### src/rtl/vga_rx.sv
`default_nettype none
// +--------------------------------------------------------------------------+
// | Module      : vga_rx                                                     |
// | Description : VGA timing receiver. Recovers active-area x/y coordinates, |
// |               registers the monochrome pixel, checks every frame against |
// |               HACT x VACT and tracks timing lock (SEARCH/MEASURE/LOCKED).|
// | Ports       : clk, RSTn (async active-low)                               |
// |               hsync, vsync, hvalid, vvalid, pix   - timing/pixel inputs  |
// |               hcnt_o, vcnt_o, pix_valid, pix_o    - pixel output stage   |
// |               locked, frame_done, frame_ok        - frame check status   |
// |               ones_cnt                            - pix=1 count of frame |
// |               crc (only with VGA_RX_CRC_EN)       - CRC-16-CCITT of frame|
// | Options     : define VGA_RX_CRC_EN to add the per-frame pixel CRC.       |
// | Revision    : 1.0 - initial release                                      |
// +--------------------------------------------------------------------------+
module vga_rx #(
  parameter int HACT  = 800,
  parameter int VACT  = 600,
  parameter int LOCKN = 2
) (
  input  logic        clk,
  input  logic        RSTn,
  input  logic        hsync,
  input  logic        vsync,
  input  logic        hvalid,
  input  logic        vvalid,
  input  logic        pix,
  output logic [10:0] hcnt_o,
  output logic [10:0] vcnt_o,
  output logic        pix_valid,
  output logic        pix_o,
  output logic        locked,
  output logic        frame_done,
  output logic        frame_ok,
  output logic [19:0] ones_cnt
`ifdef VGA_RX_CRC_EN
  ,
  output logic [15:0] crc
`endif
);

  localparam logic [1:0] c_SEARCH  = 2'd0;
  localparam logic [1:0] c_MEASURE = 2'd1;
  localparam logic [1:0] c_LOCKED  = 2'd2;

  localparam int          c_GW    = (LOCKN < 2) ? 1 : $clog2(LOCKN + 1);
  localparam logic [c_GW-1:0] c_LOCKN = c_GW'(LOCKN);
  localparam logic [10:0] c_HACT  = 11'(HACT);
  localparam logic [10:0] c_VACT  = 11'(VACT);
  localparam logic [10:0] c_XMAX  = 11'h7FF;
  localparam logic [19:0] c_OMAX  = 20'hFFFFF;

  logic [1:0]      r_state;
  logic [c_GW-1:0] r_good;
  logic            r_hvalid_d;
  logic            r_vsync_d;
  logic            r_hsync_d;
  logic            r_armed;    // a frame start has been seen since reset
  logic            r_hs_seen;  // hsync rose on this line, no hvalid fall yet
  logic [10:0]     r_x;
  logic [10:0]     r_y;
  logic            r_err;
  logic [19:0]     r_ones;

  logic            w_active;
  logic            w_hv_fall;
  logic            w_vs_rise;
  logic            w_hs_rise;
  logic            w_line_end;
  logic            w_line_err;
  logic            w_hs_err;
  logic            w_boundary;
  logic [10:0]     w_y_fin;
  logic            w_err_fin;
  logic [19:0]     w_ones_fin;
  logic            w_frame_good;
  logic [c_GW-1:0] w_good_inc;

  assign w_active   = hvalid & vvalid;
  assign w_hv_fall  = r_hvalid_d & ~hvalid;
  assign w_vs_rise  = vsync & ~r_vsync_d;
  assign w_hs_rise  = hsync & ~r_hsync_d;

  // A line only counts (and is only checked) while vertically active, so
  // horizontal activity during vertical blanking cannot fail the frame.
  assign w_line_end = w_hv_fall & vvalid;
  assign w_line_err = w_line_end & (r_x != c_HACT);
  assign w_hs_err   = w_hs_rise & vvalid & r_hs_seen & ~w_hv_fall;

  // The first vsync edge after reset only marks the start of a frame; the
  // partial frame before it is never reported.
  assign w_boundary = w_vs_rise & r_armed;

  // Frame totals including this cycle's line end / pixel, so a line that
  // closes on the same cycle as the vsync edge lands in the closing frame.
  assign w_y_fin      = (w_line_end && (r_y != c_XMAX)) ? r_y + 11'd1 : r_y;
  assign w_err_fin    = r_err | w_line_err | w_hs_err;
  assign w_ones_fin   = (w_active && pix && (r_ones != c_OMAX)) ? r_ones + 20'd1 : r_ones;
  assign w_frame_good = (w_y_fin == c_VACT) & ~w_err_fin;
  assign w_good_inc   = r_good + 1'b1;

  assign locked = (r_state == c_LOCKED);

  always_ff @(posedge clk or negedge RSTn) begin
    if (!RSTn) begin
      r_state    <= c_SEARCH;
      r_good     <= '0;
      r_hvalid_d <= 1'b0;
      // Starts high so a vsync already asserted at release is not an edge.
      r_vsync_d  <= 1'b1;
      r_hsync_d  <= 1'b0;
      r_armed    <= 1'b0;
      r_hs_seen  <= 1'b0;
      r_x        <= '0;
      r_y        <= '0;
      r_err      <= 1'b0;
      r_ones     <= '0;
      hcnt_o     <= '0;
      vcnt_o     <= '0;
      pix_valid  <= 1'b0;
      pix_o      <= 1'b0;
      frame_done <= 1'b0;
      frame_ok   <= 1'b0;
      ones_cnt   <= '0;
    end else begin
      r_hvalid_d <= hvalid;
      r_vsync_d  <= vsync;
      r_hsync_d  <= hsync;

      pix_valid  <= w_active;
      pix_o      <= w_active & pix;
      if (w_active) begin
        hcnt_o <= r_x;
        vcnt_o <= r_y;
      end

      frame_done <= w_boundary;

      if (w_vs_rise) begin
        r_armed   <= 1'b1;
        r_x       <= '0;
        r_y       <= '0;
        r_err     <= 1'b0;
        r_ones    <= '0;
        r_hs_seen <= 1'b0;
        if (r_armed) begin
          frame_ok <= w_frame_good;
          ones_cnt <= w_ones_fin;
          case (r_state)
            c_SEARCH: begin
              // Frame closed while searching is reported but not trusted.
              r_state <= c_MEASURE;
              r_good  <= '0;
            end
            c_MEASURE: begin
              if (!w_frame_good) begin
                r_good <= '0;
              end else if (w_good_inc == c_LOCKN) begin
                r_state <= c_LOCKED;
                r_good  <= '0;
              end else begin
                r_good <= w_good_inc;
              end
            end
            c_LOCKED: begin
              if (!w_frame_good) begin
                r_state <= c_SEARCH;
              end
            end
            default: begin
              r_state <= c_SEARCH;
              r_good  <= '0;
            end
          endcase
        end
      end else begin
        if (w_hv_fall) begin
          r_x <= '0;
        end else if (w_active && (r_x != c_XMAX)) begin
          r_x <= r_x + 11'd1;
        end
        r_y    <= w_y_fin;
        r_err  <= w_err_fin;
        r_ones <= w_ones_fin;
        if (!vvalid) begin
          r_hs_seen <= 1'b0;
        end else if (w_hs_rise) begin
          r_hs_seen <= 1'b1;
        end else if (w_hv_fall) begin
          r_hs_seen <= 1'b0;
        end
      end
    end
  end

`ifdef VGA_RX_CRC_EN
  logic [15:0] r_crc_run;
  logic [15:0] w_crc_nxt;

  // One CRC-16-CCITT step per active pixel, pixel treated as the next MSB.
  always_comb begin
    w_crc_nxt = r_crc_run;
    if (w_active) begin
      w_crc_nxt = {r_crc_run[14:0], 1'b0} ^ ((r_crc_run[15] ^ pix) ? 16'h1021 : 16'h0000);
    end
  end

  always_ff @(posedge clk or negedge RSTn) begin
    if (!RSTn) begin
      r_crc_run <= 16'hFFFF;
      crc       <= '0;
    end else if (w_vs_rise) begin
      r_crc_run <= 16'hFFFF;
      if (r_armed) begin
        crc <= w_crc_nxt;
      end
    end else begin
      r_crc_run <= w_crc_nxt;
    end
  end
`endif

endmodule
`default_nettype wire

### config.mk
export PLATFORM = sky130hd
export DESIGN_NAME = vga_rx
export DESIGN_NICKNAME = d
export VERILOG_FILES = /design/src/rtl/vga_rx.sv
export SDC_FILE = /design/constraint.sdc
export NUM_CORES = 1
export LEC_CHECK = 0
export ABC_AREA = 1
export CAP_MARGIN = 15
export CORE_MARGIN = 5
export CORE_UTILIZATION = 60
export DETAILED_ROUTE_END_ITERATION = 8
export HOLD_SLACK_MARGIN = 0.05
export PLACE_DENSITY_LB_ADDON = 0.2
export SYNTH_ARGS = -nofsm -noshare
export SYNTH_HDL_FRONTEND = slang
export SYNTH_SLANG_ARGS = --single-unit
### constraint.sdc
create_clock -name clk -period 4 [get_ports clk]
set_input_delay 0.4 -clock clk [delete_from_list [all_inputs] [get_ports clk]]
set_output_delay 0.4 -clock clk [all_outputs]
set_load 0.02 [all_outputs]
Word level (Yosys, flattened, before mapping)
Cells that the tools add are included.
{"block": "totals", "elab_cells": 82, "ff_bits": 98, "out_inout_bits": 47}
{"block": "op_classes", "addsub": 4, "n_eq_ne": 12, "n_bitwise": 20, "mux": 19, "reduce_logical": 9}
{"operator": "2-to-1 mux 11 bit", "n": 5}
{"operator": "2-to-1 mux 20 bit", "n": 2}
{"operator": "adder 11 x 1 -> 11 bit, second input constant", "n": 2}
{"operator": "!= test 11 bit, second input constant", "n": 2}
{"operator": "adder 20 x 1 -> 20 bit, second input constant", "n": 1}
{"operator": "!= test 20 bit, second input constant", "n": 1}
{"operator": "bitwise AND 1 bit", "n": 12}
{"operator": "equality test 11 x 10 -> 1 bit, second input constant", "n": 1}
{"operator": "!= test 11 x 10 -> 1 bit, second input constant", "n": 1}
{"operator": "2-to-1 mux 2 bit", "n": 5}
{"operator": "!= test 2 bit, second input constant", "n": 3}
{"operator": "inverter 1 bit", "n": 6}
{"operator": "case mux 2 bit (3 select lines)", "n": 1}
{"operator": "2-to-1 mux 1 bit", "n": 5}
{"operator": "AND reduction 5 bit", "n": 1}
{"operator": "equality test 2 bit, second input constant", "n": 2}
{"operator": "logical AND 1 bit", "n": 4}
{"operator": "!= test 4 x 1 -> 1 bit, second input constant", "n": 1}
{"operator": "case mux 2 bit (2 select lines)", "n": 1}
{"operator": "AND reduction 3 bit", "n": 1}
{"operator": "nonzero test 3 bit", "n": 1}
{"operator": "adder 2 x 1 -> 2 bit, second input constant", "n": 1}
{"operator": "equality test 2 x 1 -> 1 bit, second input constant", "n": 1}
{"operator": "logical NOT 2 bit", "n": 1}
{"operator": "other kinds (2)", "n": 3}

Depth between registers and ports, before layout
{"block": "depth", "word_depth": 10, "mapped_depth": 17, "depth_no_buf": 17}

Worst setup path before layout
No wires, ideal clock.
{"block": "synth_timing", "path_kind": "flip-flop to flip-flop", "startpoint": "register r_y[0]", "endpoint": "register r_state[1]", "setup_ps": 117, "setup_slack_ps": 2148, "arrival_ps": 1735, "synth_period_minus_slack_ps": 1852, "stages_incl_launch_ff": 15, "t_required_ps": 3883, "path_buffers": 1, "path_cell_list": "dfrtp_1 -> ha_1 -> inv_1 -> nor2_4 -> nand3_4 -> buf_6 -> a21oi_1 -> a21oi_1 -> nand2_2 -> nor2_2 -> nand3_1 -> nand2_2 -> nand2_2 -> nand2_1 -> nand2_1"}
{"block": "synth_between", "elab_chain_cells": 7, "elab_cells_between_ends": 9}
{"element": "start: declaration", "line_no": "61", "source": "logic [10:0] r_y;"}
{"element": "start signal: assignment", "line_no": "182", "source": "r_y <= w_y_fin;"}
{"element": "parallel branches: the longest is 2 deep, another holds adder 11 x 1 -> 11 bit"}
{"element": "2-to-1 mux 11 bit (*)", "line_no": "96", "source": "assign w_y_fin = (w_line_end && (r_y != c_XMAX)) ? r_y + 11'd1 : r_y;"}
{"element": "equality test 11 x 10 -> 1 bit (*)", "line_no": "99", "source": "assign w_frame_good = (w_y_fin == c_VACT) & ~w_err_fin;"}
{"element": "bitwise AND 1 bit (*)", "line_no": "99"}
{"element": "!= test 2 bit (no source line)"}
{"element": "AND reduction 5 bit (no source line) (*)"}
{"element": "end signal: assignment", "line_no": "106", "source": "r_state <= c_SEARCH;"}
{"element": "end signal: assignment", "line_no": "152", "source": "r_state <= c_MEASURE;"}
{"element": "end signal: assignment", "line_no": "159", "source": "r_state <= c_LOCKED;"}
{"element": "end: declaration", "line_no": "53", "source": "logic [1:0] r_state;"}
Every way passes the cells marked *.
A chain may end at the register's enable or synchronous reset.

Worst setup path in the final report
{"block": "layout_timing", "startpoint": "register r_ones[0]", "endpoint": "register ones_cnt[12]"}
{"block": "layout_between", "elab_chain_cells": 3, "elab_cells_between_ends": 4}
{"element": "start: declaration", "line_no": "63", "source": "logic [19:0] r_ones;"}
{"element": "start signal: assignment", "line_no": "184", "source": "r_ones <= w_ones_fin;"}
{"element": "parallel branches: the longest is 2 deep, another holds adder 20 x 1 -> 20 bit"}
{"element": "2-to-1 mux 20 bit (*)", "line_no": "98", "source": "assign w_ones_fin = (w_active && pix && (r_ones != c_OMAX)) ? r_ones + 20'd1 : r_ones;"}
{"element": "end signal: assignment", "line_no": "148", "source": "ones_cnt <= w_ones_fin;"}
{"element": "end: declaration", "line_no": "35", "source": "output logic [19:0] ones_cnt"}
Marked as above.

==> flow_metrics.py <==
metrics = {
    "run_status": {
        "run_status": "completed",
    },
    "routing": {
        "wire_per_inst_um": 13.71,
        "route.vias.total": 3658,
        "drt_iter0_markers": 149,
        "drc": 0,
        "detail-route-antenna-nets": 0,
        "vias_per_cell": 5.301,
        "number_of_iterations_in_the_first_detailed_routing_pass": 5,
        "wl_mm": 9.461,
    },
    "cells_and_area": {
        "fin_area_um2": 5364,
        "area.growth.synth_to_final_pct": 18.33,
        "insertedDiodeCount": 0,
        "layout.cells.most_common_list": "nand2_1, dfrtp_1, nor2_1, clkdlybuf4s50_1, inv_1",
        "design.final.nets": 597,
        "layout.cells.most_common": "nand2_1",
        "post_route_cells_drive_above_1_share": 0.08460,
    },
    "yosys": {
        "asyncSetResetFlopFracSynth": 1.000,
        "syn-num-nets": 543,
        "synth.cell_area_um2": 4533,
        "yosysUniqueCellTypes": 36,
        "yosys.area.top_type": "dfrtp_1",
        "synth.area.top_cells": "dfrtp_1, nand2_1, nor2_1",
        "ys_dominant_reg_cell": "dfrtp_1",
        "synth_seq_area_share": 0.5413,
        "syn_area_per_cell_um2": 8.521,
        "yosys_warnings": 0,
        "ys_ff_latch": 98,
        "number_of_enable_type_register_cells_in_the_synthesized_netlist": 0,
        "synth_instances": 532,
        "synth.top_cell.area_share": 0.5355,
    },
    "sta": {
        "layout_min_cycle_time_ns": 2.672,
        "worst_margin_pin_slew_ns": 0.8619,
        "setup_repair_after_global_routing_missed_its_margin": "false",
        "timing.final.hold_violations": 0,
        "final_max_slew_viol_count": 0,
        "timing.slew.headroom": 0.4215,
        "setup_viol": 0,
        "finalCritPeriodShare": 0.6680,
        "worst_clock_skew_ns": 0.008487,
        "max_clock_freq_ghz": 0.3743,
        "totalNegativeSetupSlack_ns": 0,
    },
    "setup_path": {
        "worstSetupEndpointType": "flip-flop",
        "r2r_setup_slack_ns": 1.33,
        "r2r.worst_path.cells": 12,
        "worstPathCellList": "ha_1 -> inv_1 -> nor2_1 -> nand2_1 -> inv_1 -> nand3_1 -> o21ai_1 -> inv_2 -> nand3_1 -> nor2_1 -> xnor2_1 -> o21ai_1",
        "crit_type": "flip-flop to flip-flop",
        "cp_num_buf_inv": 3,
        "slowest_delay_ns": 0.68,
        "cp_slowest_cell": "o21ai_1",
        "required_ns": 4.23,
        "cpLargestDelayFamily": "compound AO/OA/AOI/OAI gates",
        "r2r-end": "ones_cnt[12]",
        "critPathLaunchType": "flip-flop",
        "crit-reg2reg-launch": "r_ones[0]",
        "critical_path_peak_fanout": 11,
        "worst-endpoint-arrival_ns": 2.90,
    },
    "die": {
        "core.rowCount": 31,
        "fp.dieW_um": 96.92,
        "start_util": 0.6217,
        "die_y_um": 96.92,
        "pin_count": 54,
        "floorplan.die_area_um2": 9393,
        "design.core.area_um2": 7292,
    },
    "cts": {
        "cts.hold.buffers_added": 0,
        "worst_skew_pair.late_latency_ns": 0.36,
        "cts_buffer_depth": 2,
        "cts.clk_slew.worst_paths_ns": 0.09,
        "post_cts_resize_count": 0,
        "tritoncts_clock_tree": "done",
        "cts_root_buf": "clkbuf_8",
        "cts_inserted_buffers": 9,
        "cts_setup_buffers": 0,
        "cts-htree-levels": 3,
        "cts_num_sinks": 98,
    },
    "grt": {
        "grt_pass1_wl_mm": 16.67,
        "grt_pass1_vias": 3700,
        "globalRouteTotalUtil": 0.2138,
        "antenna_found_initial": 0,
        "overflow_after_grt": 0,
        "grt_max_degree": 65,
    },
    "placed_design": {
        "place.gp.congestion": 0.8433,
        "buffer_ports.inserted": 53,
        "post-dp-hpwl_mm": 6.749,
        "placed_cell_area_um2": 5146,
    },
    "power": {
        "seq_power_share": 0.550,
        "clock_power_share": 0.337,
        "power.net_switching_uw": 505.9,
        "power.ir.vdd_worst_uv": 348.3,
        "power.combinational.fraction": 0.113,
        "cellPowerDensity_nw_per_um2": 357.0,
        "internal_power_mw": 1.409,
        "power.static_leakage_nw": 2.463,
        "p_sw_frac": 0.2641,
    },
    "worst_hold_path": {
        "min_path_type": "input port to async pin",
    },
    "run": {
        "max_cap_violations": 0,
    },
}
==> synth_stat cells (2+ instances only) <==
library cell and n:
nand2_2 10, o21ai_0 38, inv_2 4, inv_1 48, nand3_1 37, nor2_1 66
nor3_1 12, ha_1 4, nor4_1 4, nand4_1 7, xnor2_1 9, a21oi_1 9
nor3b_1 4, clkbuf_1 12, nand3_2 3, o21a_1 2, nor2_2 4, o21ai_1 6
dfrtp_1 97, nand2_1 129, nor2_4 4, xor2_1 9
==> layer usage <==
layer	routed length [um]	GRT usage
met4	161	0.08099
met1	4109	0.2665
met2	4728	0.3588
met3	461	0.05396
met5	0	0
==> stage by stage <==
| stage | utilization | instances | hold slack [ns] | total power [mW] | setup slack (ns) |
|---|---|---|---|---|---|
| 4_1_cts | 0.7335 | 689 | 0.1309 | 1.932 | 1.325 |
| 6_report | 0.7356 | 690 | 0.1119 | 1.915 | 1.328 |
| 2_1_floorplan | - | 532 | 0.1044 | 1.192 | 2.148 |
| 5_1_grt | 0.7356 | 690 | 0.1728 | 2.010 | 1.051 |
| 3_5_place_dp | 0.7057 | 673 | 0.4705 | 1.289 | 1.077 |
| 3_3_place_gp | 0.7057 | 673 | 0.4651 | 1.277 | 1.214 |
==> cell type report <==
class | instances | area, um^2
tap | 99 | 123.9
inverter | 52 | 195.2
multi-input combinational | 368 | 1823
clock buffer | 10 | 137.6
timing repair buffer | 57 | 565.5
clock inverter | 6 | 65.06
fill | 551 | 1928
sequential | 98 | 2454
==> how the worst max path moves through the flow <==
stage	cells after the start	from	end
after floorplan	14	r_y[0]	r_state[1]
after CTS	12	r_ones[0]	ones_cnt[12]
after detailed placement	12	vvalid	ones_cnt[12]
final	12	r_ones[0]	ones_cnt[12]
after global placement	12	vvalid	ones_cnt[12]
after global routing	12	r_ones[0]	ones_cnt[12]
==> flip-flops by register name, summed over array words and instances (netlist names), 2 cells and up <==
| register | cells |
|---|---|
| hcnt_o | 11 |
| ones_cnt | 20 |
| r_good | 2 |
| r_ones | 20 |
| r_state | 2 |
| r_x | 11 |
| r_y | 11 |
| vcnt_o | 11 |
==> cell families after synthesis <==
| logic type | share of synthesized area |
|---|---|
| AND/OR/NAND/NOR | 0.2818 |
| flip-flops | 0.5413 |
| buffers and inverters | 0.05713 |
| adder cells (fa/ha/maj) | 0.01104 |
| XOR/XNOR | 0.03478 |
| AO/OA/AOI/OAI | 0.07177 |
| multiplexers | 0.002208 |
==> power by group through the flow <==
stage	combinational, mW	clock [mW]	sequential [mW]
5_1_grt	0.245	0.705	1.06
4_1_cts	0.218	0.660	1.05
3_5_place_dp	0.216	0	1.07
2_1_floorplan	0.107	0	1.08
3_3_place_gp	0.206	0	1.07
6_report	0.217	0.645	1.05
Note: power is estimated with default switching activity, not from simulation.
